--- src/rtl/btn_bounce_gen_pkg.sv ---
// Shared types and constants for the bouncy-button emulator.
package btn_bounce_gen_pkg;

  typedef enum logic [2:0] {
    ST_IDLE           = 3'd0,
    ST_PRESS_BOUNCE   = 3'd1,
    ST_HOLD           = 3'd2,
    ST_RELEASE_BOUNCE = 3'd3,
    ST_SETTLE         = 3'd4
  } state_e;

  // Galois feedback mask, applied when the bit shifted out is 1.
  localparam logic [15:0] LFSR_TAPS = 16'hB400;

  // Number of toggle pairs in a burst: (r mod max_pairs) + 1, range 1..max_pairs.
  function automatic logic [4:0] pair_count(input logic [3:0] r,
                                            input logic [4:0] max_pairs);
    return ({1'b0, r} % max_pairs) + 5'd1;
  endfunction

endpackage

--- src/rtl/btn_bounce_gen_lfsr16.sv ---
// 16-bit Galois LFSR; steps once per enabled cycle, reloads SEED on reset.
module lfsr16 #(
  parameter logic [15:0] SEED = 16'hACE1
) (
  input  logic        clk,
  input  logic        rst,
  input  logic        ce,
  output logic [15:0] value
);
  import btn_bounce_gen_pkg::*;

  logic [15:0] lfsr_q;
  logic [15:0] lfsr_d;

  // Right-shift, folding the taps back in when a 1 falls off the bottom.
  always_comb begin
    lfsr_d = {1'b0, lfsr_q[15:1]};
    if (lfsr_q[0]) lfsr_d = lfsr_d ^ LFSR_TAPS;
  end

  // Register advances only on enabled cycles.
  always_ff @(posedge clk or posedge rst) begin
    if (rst)     lfsr_q <= SEED;
    else if (ce) lfsr_q <= lfsr_d;
  end

  assign value = lfsr_q;

endmodule

--- src/rtl/btn_bounce_gen.sv ---
// Emulates a raw mechanical button: bouncy press, stable hold, bouncy
// release, stable settle, then a one-clock done pulse.
//
// state             | meaning
// ST_IDLE           | btn low, waiting for start
// ST_PRESS_BOUNCE   | pairs of (high seg, low seg)
// ST_HOLD           | btn high for HOLD_CYCLES enabled cycles
// ST_RELEASE_BOUNCE | pairs of (low seg, high seg)
// ST_SETTLE         | btn low for SETTLE_CYCLES enabled cycles
module btn_bounce_gen
  import btn_bounce_gen_pkg::*;
#(
  parameter int          SEG_WIDTH        = 2,
  parameter int          BOUNCE_PAIRS_MAX = 4,
  parameter int          HOLD_CYCLES      = 40,
  parameter int          SETTLE_CYCLES    = 40,
  parameter logic [15:0] LFSR_SEED        = 16'hACE1
) (
  input  logic clk,
  input  logic rst,
  input  logic ce,
  input  logic start,
  output logic btn,
  output logic busy,
  output logic done
);

  localparam int TMAX = (HOLD_CYCLES > SETTLE_CYCLES) ? HOLD_CYCLES : SETTLE_CYCLES;
  localparam int TW   = $clog2(TMAX + 1);

  localparam logic [TW-1:0]      TMR_ONE     = TW'(1);
  localparam logic [TW-1:0]      HOLD_LOAD   = TW'(HOLD_CYCLES);
  localparam logic [TW-1:0]      SETTLE_LOAD = TW'(SETTLE_CYCLES);
  localparam logic [SEG_WIDTH:0] SEG_ONE     = (SEG_WIDTH+1)'(1);
  localparam logic [4:0]         PAIRS_MAX   = 5'(BOUNCE_PAIRS_MAX);

  state_e               state_q, state_d;
  logic [4:0]           pairs_q, pairs_d;
  // One extra bit so a segment of 2^SEG_WIDTH cycles is representable.
  logic [SEG_WIDTH:0]   seg_q, seg_d;
  logic                 phase_q, phase_d;   // 0: first half of pair, 1: second
  logic [TW-1:0]        tmr_q, tmr_d;
  logic                 done_q, done_d;

  logic [15:0]          lfsr_val;
  logic [SEG_WIDTH:0]   seg_load;
  logic [4:0]           pairs_load;
  logic                 unused_lfsr_bits;

  lfsr16 #(.SEED(LFSR_SEED)) u_lfsr (
    .clk   (clk),
    .rst   (rst),
    .ce    (ce),
    .value (lfsr_val)
  );

  assign seg_load         = {1'b0, lfsr_val[SEG_WIDTH-1:0]} + SEG_ONE;
  assign pairs_load       = pair_count(lfsr_val[11:8], PAIRS_MAX);
  assign unused_lfsr_bits = ^lfsr_val;

  // State and counters move only on enabled cycles; done is a bare one-clock pulse.
  always_ff @(posedge clk or posedge rst) begin
    if (rst) begin
      state_q <= ST_IDLE;
      pairs_q <= '0;
      seg_q   <= '0;
      phase_q <= 1'b0;
      tmr_q   <= '0;
      done_q  <= 1'b0;
    end else begin
      done_q <= done_d;
      if (ce) begin
        state_q <= state_d;
        pairs_q <= pairs_d;
        seg_q   <= seg_d;
        phase_q <= phase_d;
        tmr_q   <= tmr_d;
      end
    end
  end

  // Next-state and counter update for one enabled cycle.
  always_comb begin
    state_d = state_q;
    pairs_d = pairs_q;
    seg_d   = seg_q;
    phase_d = phase_q;
    tmr_d   = tmr_q;
    done_d  = 1'b0;
    case (state_q)
      ST_IDLE: begin
        if (start) begin
          state_d = ST_PRESS_BOUNCE;
          pairs_d = pairs_load;
          seg_d   = seg_load;
          phase_d = 1'b0;
        end
      end
      ST_PRESS_BOUNCE, ST_RELEASE_BOUNCE: begin
        if (seg_q == SEG_ONE) begin
          if (phase_q) begin
            phase_d = 1'b0;
            if (pairs_q == 5'd1) begin
              seg_d = '0;
              if (state_q == ST_PRESS_BOUNCE) begin
                state_d = ST_HOLD;
                tmr_d   = HOLD_LOAD;
              end else begin
                state_d = ST_SETTLE;
                tmr_d   = SETTLE_LOAD;
              end
            end else begin
              pairs_d = pairs_q - 5'd1;
              seg_d   = seg_load;
            end
          end else begin
            phase_d = 1'b1;
            seg_d   = seg_load;
          end
        end else begin
          seg_d = seg_q - SEG_ONE;
        end
      end
      ST_HOLD: begin
        if (tmr_q == TMR_ONE) begin
          state_d = ST_RELEASE_BOUNCE;
          tmr_d   = '0;
          pairs_d = pairs_load;
          seg_d   = seg_load;
          phase_d = 1'b0;
        end else begin
          tmr_d = tmr_q - TMR_ONE;
        end
      end
      ST_SETTLE: begin
        if (tmr_q == TMR_ONE) begin
          state_d = ST_IDLE;
          tmr_d   = '0;
          done_d  = ce;
        end else begin
          tmr_d = tmr_q - TMR_ONE;
        end
      end
      default: state_d = ST_IDLE;
    endcase
  end

  // Outputs decoded from registered state.
  always_comb begin
    btn  = 1'b0;
    busy = (state_q != ST_IDLE);
    done = done_q;
    case (state_q)
      ST_PRESS_BOUNCE:   btn = ~phase_q;
      ST_HOLD:           btn = 1'b1;
      ST_RELEASE_BOUNCE: btn = phase_q;
      default:           btn = 1'b0;
    endcase
  end

endmodule
--- config.mk ---
export PLATFORM = sky130hd
export DESIGN_NAME = btn_bounce_gen
export DESIGN_NICKNAME = d
export VERILOG_FILES = /design/src/rtl/btn_bounce_gen_pkg.sv /design/src/rtl/btn_bounce_gen_lfsr16.sv /design/src/rtl/btn_bounce_gen.sv
export SDC_FILE = /design/constraint.sdc
export NUM_CORES = 1
export LEC_CHECK = 0
export CAP_MARGIN = 10
export CORE_MARGIN = 8
export CORE_UTILIZATION = 40
export DETAILED_ROUTE_END_ITERATION = 12
export GPL_ROUTABILITY_DRIVEN = 1
export MAX_ROUTING_LAYER = met4
export PLACE_DENSITY = 0.53
export SYNTH_ARGS = -nofsm -noshare
export SYNTH_HDL_FRONTEND = slang
export SYNTH_SLANG_ARGS = --single-unit
--- constraint.sdc ---
create_clock -name clk -period 4.5 [get_ports clk]
set_input_delay 0.9 -clock clk [delete_from_list [all_inputs] [get_ports clk]]
set_output_delay 0.9 -clock clk [all_outputs]
set_load 0.005 [all_outputs]
==> summary by stage <==
Status
The flow ran to the end, and the final reports show no timing, DRC or antenna violations.

Placement
The detailed placement HPWL is 2650 um. The instance area after placement is 2030 um^2. The worst-case setup slack after placement is 1740 ps. The port buffer count is 6. The weighted congestion at the end of routability-driven global placement is between 0.7 and 0.8. The number of cells in the design after placement is 244.

Power and ir drop
The power per cell area is about 620 nW/um^2. Summed over all cells, the static leakage comes to approximately 0.89 nW. The design draws 1.33 mW. IR analysis of the VDD net gives a maximum drop of between 0.2 and 0.3 mV.

Yosys
The number of different library cells used by synthesis comes to 44. The share of the yosys chip area belonging to registers is between 40% and 50%. The net count after synthesis is 200. In the synthesized netlist, the cells that appear most often are 27 x dfrtp_1, 23 x nor2_1, 12 x mux2_2, 12 x nand2_1. The synthesized design spends more area on one cell type than any other, namely dfrtp_1. By area the synthesized netlist is led by dfrtp_1 35%, dfstp_2 11%, mux2_2 7.1%. Counting flops and latches in the post-synthesis netlist gives 35. The top cell type's share of synthesized area is 35.4%. Yosys mapped a number of flops with a built-in enable equal to 0.

For this run, the leading register cell type out of synthesis is dfrtp_1. The fraction of synthesis flops using an asynchronous set or reset pin is 100%. The most common cell in the synthesized netlist is dfrtp_1. The average instance in the mapped netlist occupies roughly 10 um^2.

The cell count after synthesis is 188. The combined area of all synthesized cells is roughly 1900 um^2. Yosys printed 0 warnings.

Clocking
Buffers added to address setup during post-CTS repair amount to 0. Clock-pin slew was measured on the worst setup and hold paths at 80 ps. Counting the buffers created by CTS gives 5. The cell sitting at the root of the clock tree is a clkbuf_8.

Post-CTS repair changed the size of 0 cells. For this design, the sink count on the clock tree is 35. The H-tree was split into 2 levels.

The TritonCTS clock tree is done. The clock passes through at most 2 buffers. Clock latency on the worst-skew pair, taken at its later pin, is between 200 and 300 ps.

The number of buffers inserted for hold repair after clock tree synthesis is 0.

GRT
Entering global routing, the biggest net connects 29 pins. The met2 global-route usage is about 18%. The via count of the first global-routing pass was 1,412.

The overall routing resource usage is 11.6%. The busiest metal layer after global routing is met2. The remaining global-route overflow is 0.

The global-route track usage on met1 is 13.1%. The global routing met3 resource utilization is 3.57%. The first-pass GRT wire length is around 6400 um. The initial antenna violation count is 0.

Floorplan
During I/O placement, the number of pins put on the boundary was 7. The die covers approximately 7200 um^2. The initialized floorplan defines 25 standard-cell rows. The area of the placeable core is about 4700 um^2. The effective utilization at floorplan is approximately two fifths. The die boundary width is roughly 85 um. The chip height is ~85 um.

Detailed routing
The via-per-instance ratio is around 5.6. The number of detailed-routing iterations run before antenna repair is 4. The number of design rule violations left after detail routing is 0. For this block, the initial DRC count from the detailed router was 68. In the final routed layout, each cell accounts on average for about 15 um. The routed wire length is between 3000 and 4000 um.

Once detail routing completed, the nets flagged for antenna violations numbered 0. The total via count after detailed routing is 1,418.

Layout
The share of cells above drive strength 1 is between 10% and 20%. 0 antenna diodes ended up in the layout. The layout has between 400 and 500 filler cells. The area growth from synthesis to layout is 12.4%. The number of cells in the finished layout apart from fillers is between 200 and 300. The net count of the finished layout is roughly 210. With fillers left out, the area of the finished cells amounts to 2150 um^2.

The utilization after layout is a little under half.

STA
The tightest hold path in the finished design has a slack of 496 ps. Setup repair after global routing left no endpoint under its margin. Across all setup checks in the final design, the least slack found is around 1800 ps. Headroom to the max-slew limit came out at between 30% and 40%. The timing-limited maximum frequency is 364 MHz. The total of endpoints with negative setup slack in the final report is 0.

The final period demand of the worst path is 2750 ps. The final count of hold timing violations was 0. The final critical path takes up 61.0% of the cycle. The worst clock skew on the final layout is approximately 9.5 ps. For the pin with the worst max-slew slack, the measured transition is 900 ps. The final count of pins violating max slew is 0. The accumulated negative setup slack is 0 ps.

Worst setup path
The kind of launch point of the worst setup path is a flip-flop. STA classifies the critical path endpoint as a primary output. The startpoint identified for the worst register-to-register timing path is state_q[0]. The setup slack of the worst register-to-register path is 2360 ps. The arrival time at the worst endpoint is around 1900 ps. The start-to-end type of the worst setup path is reg2out. The critical path data required time is between 3000 and 4000 ps. The capture point of the worst reg-to-reg path is tmr_q[5]. The worst reg-to-reg path cell count is 5. The maximum fanout along the worst path is 16.

Job
The reported max-cap violation count is 0.

Worst hold path
The path with the worst hold slack has its endpoint at u_lfsr.value[10]. In this run the most critical hold path is launched from u_lfsr.value[10]. The min-delay analysis places its worst path in the category reg2reg. The worst hold path was traced through 2 stages.
==> final cells by class <==
| type | instances | area [um^2] | area share [%] |
|---|---|---|---|
| multi-input combinational | 135 | 951 | 44.3 |
| timing repair buffer | 9 | 82.6 | 3.85 |
| tap | 54 | 67.6 | 3.15 |
| clock buffer | 6 | 82.6 | 3.85 |
| inverter | 11 | 41.3 | 1.92 |
| sequential | 35 | 886 | 41.3 |
| clock inverter | 2 | 35.0 | 1.63 |
==> routing by layer <==
layer	wire [um]	up-vias
met5	0	-
met4	69	0
met3	151	8
met2	1840	25
met1	1690	700
li1	-	685
==> worst max path at each step <==
stage                from         end  slack, ps
2_1_floorplan       start  pairs_q[0]       2510
3_3_place_gp           ce  pairs_q[1]       1830
3_5_place_dp           ce  pairs_q[3]       1740
4_1_cts        state_q[0]         btn       1720
5_1_grt        state_q[0]         btn       1620
6_report       state_q[0]         btn       1750
==> cell families after synthesis <==
| logic type | after synthesis | synth area share (%) |
|---|---|---|
| flip-flops | 35 | 46.4 |
| multiplexers | 12 | 7.08 |
| AO/OA/AOI/OAI | 42 | 15.3 |
| buffers and inverters | 18 | 3.80 |
| adder cells (fa/ha/maj) | 8 | 5.24 |
| AND/OR/NAND/NOR | 66 | 19.0 |
| XOR/XNOR | 7 | 3.21 |
==> critical path: stages (launching register included) <==
cell,delay (ps)
dfrtp_1,650
nor2b_1,220
xnor2_1,80
nor2_1,100
clkdlybuf4s50_1,510
==> registers in the layout, indices dropped and copies added, names as in the netlist <==
signal / flops
done: 1
pairs_q: 5
phase_q: 1
seg_q: 3
state_q: 3
tmr_q: 6
u_lfsr.value: 16
==> placed cells by master, fill, tap and decap left out, drive strengths merged, types with 3 or more instances in the layout <==
master	count
mux2	12
ha	8
dfstp	8
nor3b	4
clkdlybuf4s50	6
a21oi	11
dfrtp	27
nor2b	4
clkbuf	6
nand4	3
xnor2	5
buf	3
inv	11
nor2	23
o21ai	13
a211o	3
nand2	12
nand3	4
==> report_power, final <==
group	switching, mW	internal (mW)	total [mW]
Combinational	0.226	0.216	0.442
Clock	0.115	0.179	0.295
Sequential	0.120	0.474	0.594
Total	0.462	0.869	1.33
No activity file was read; power rests on OpenSTA's default activity.
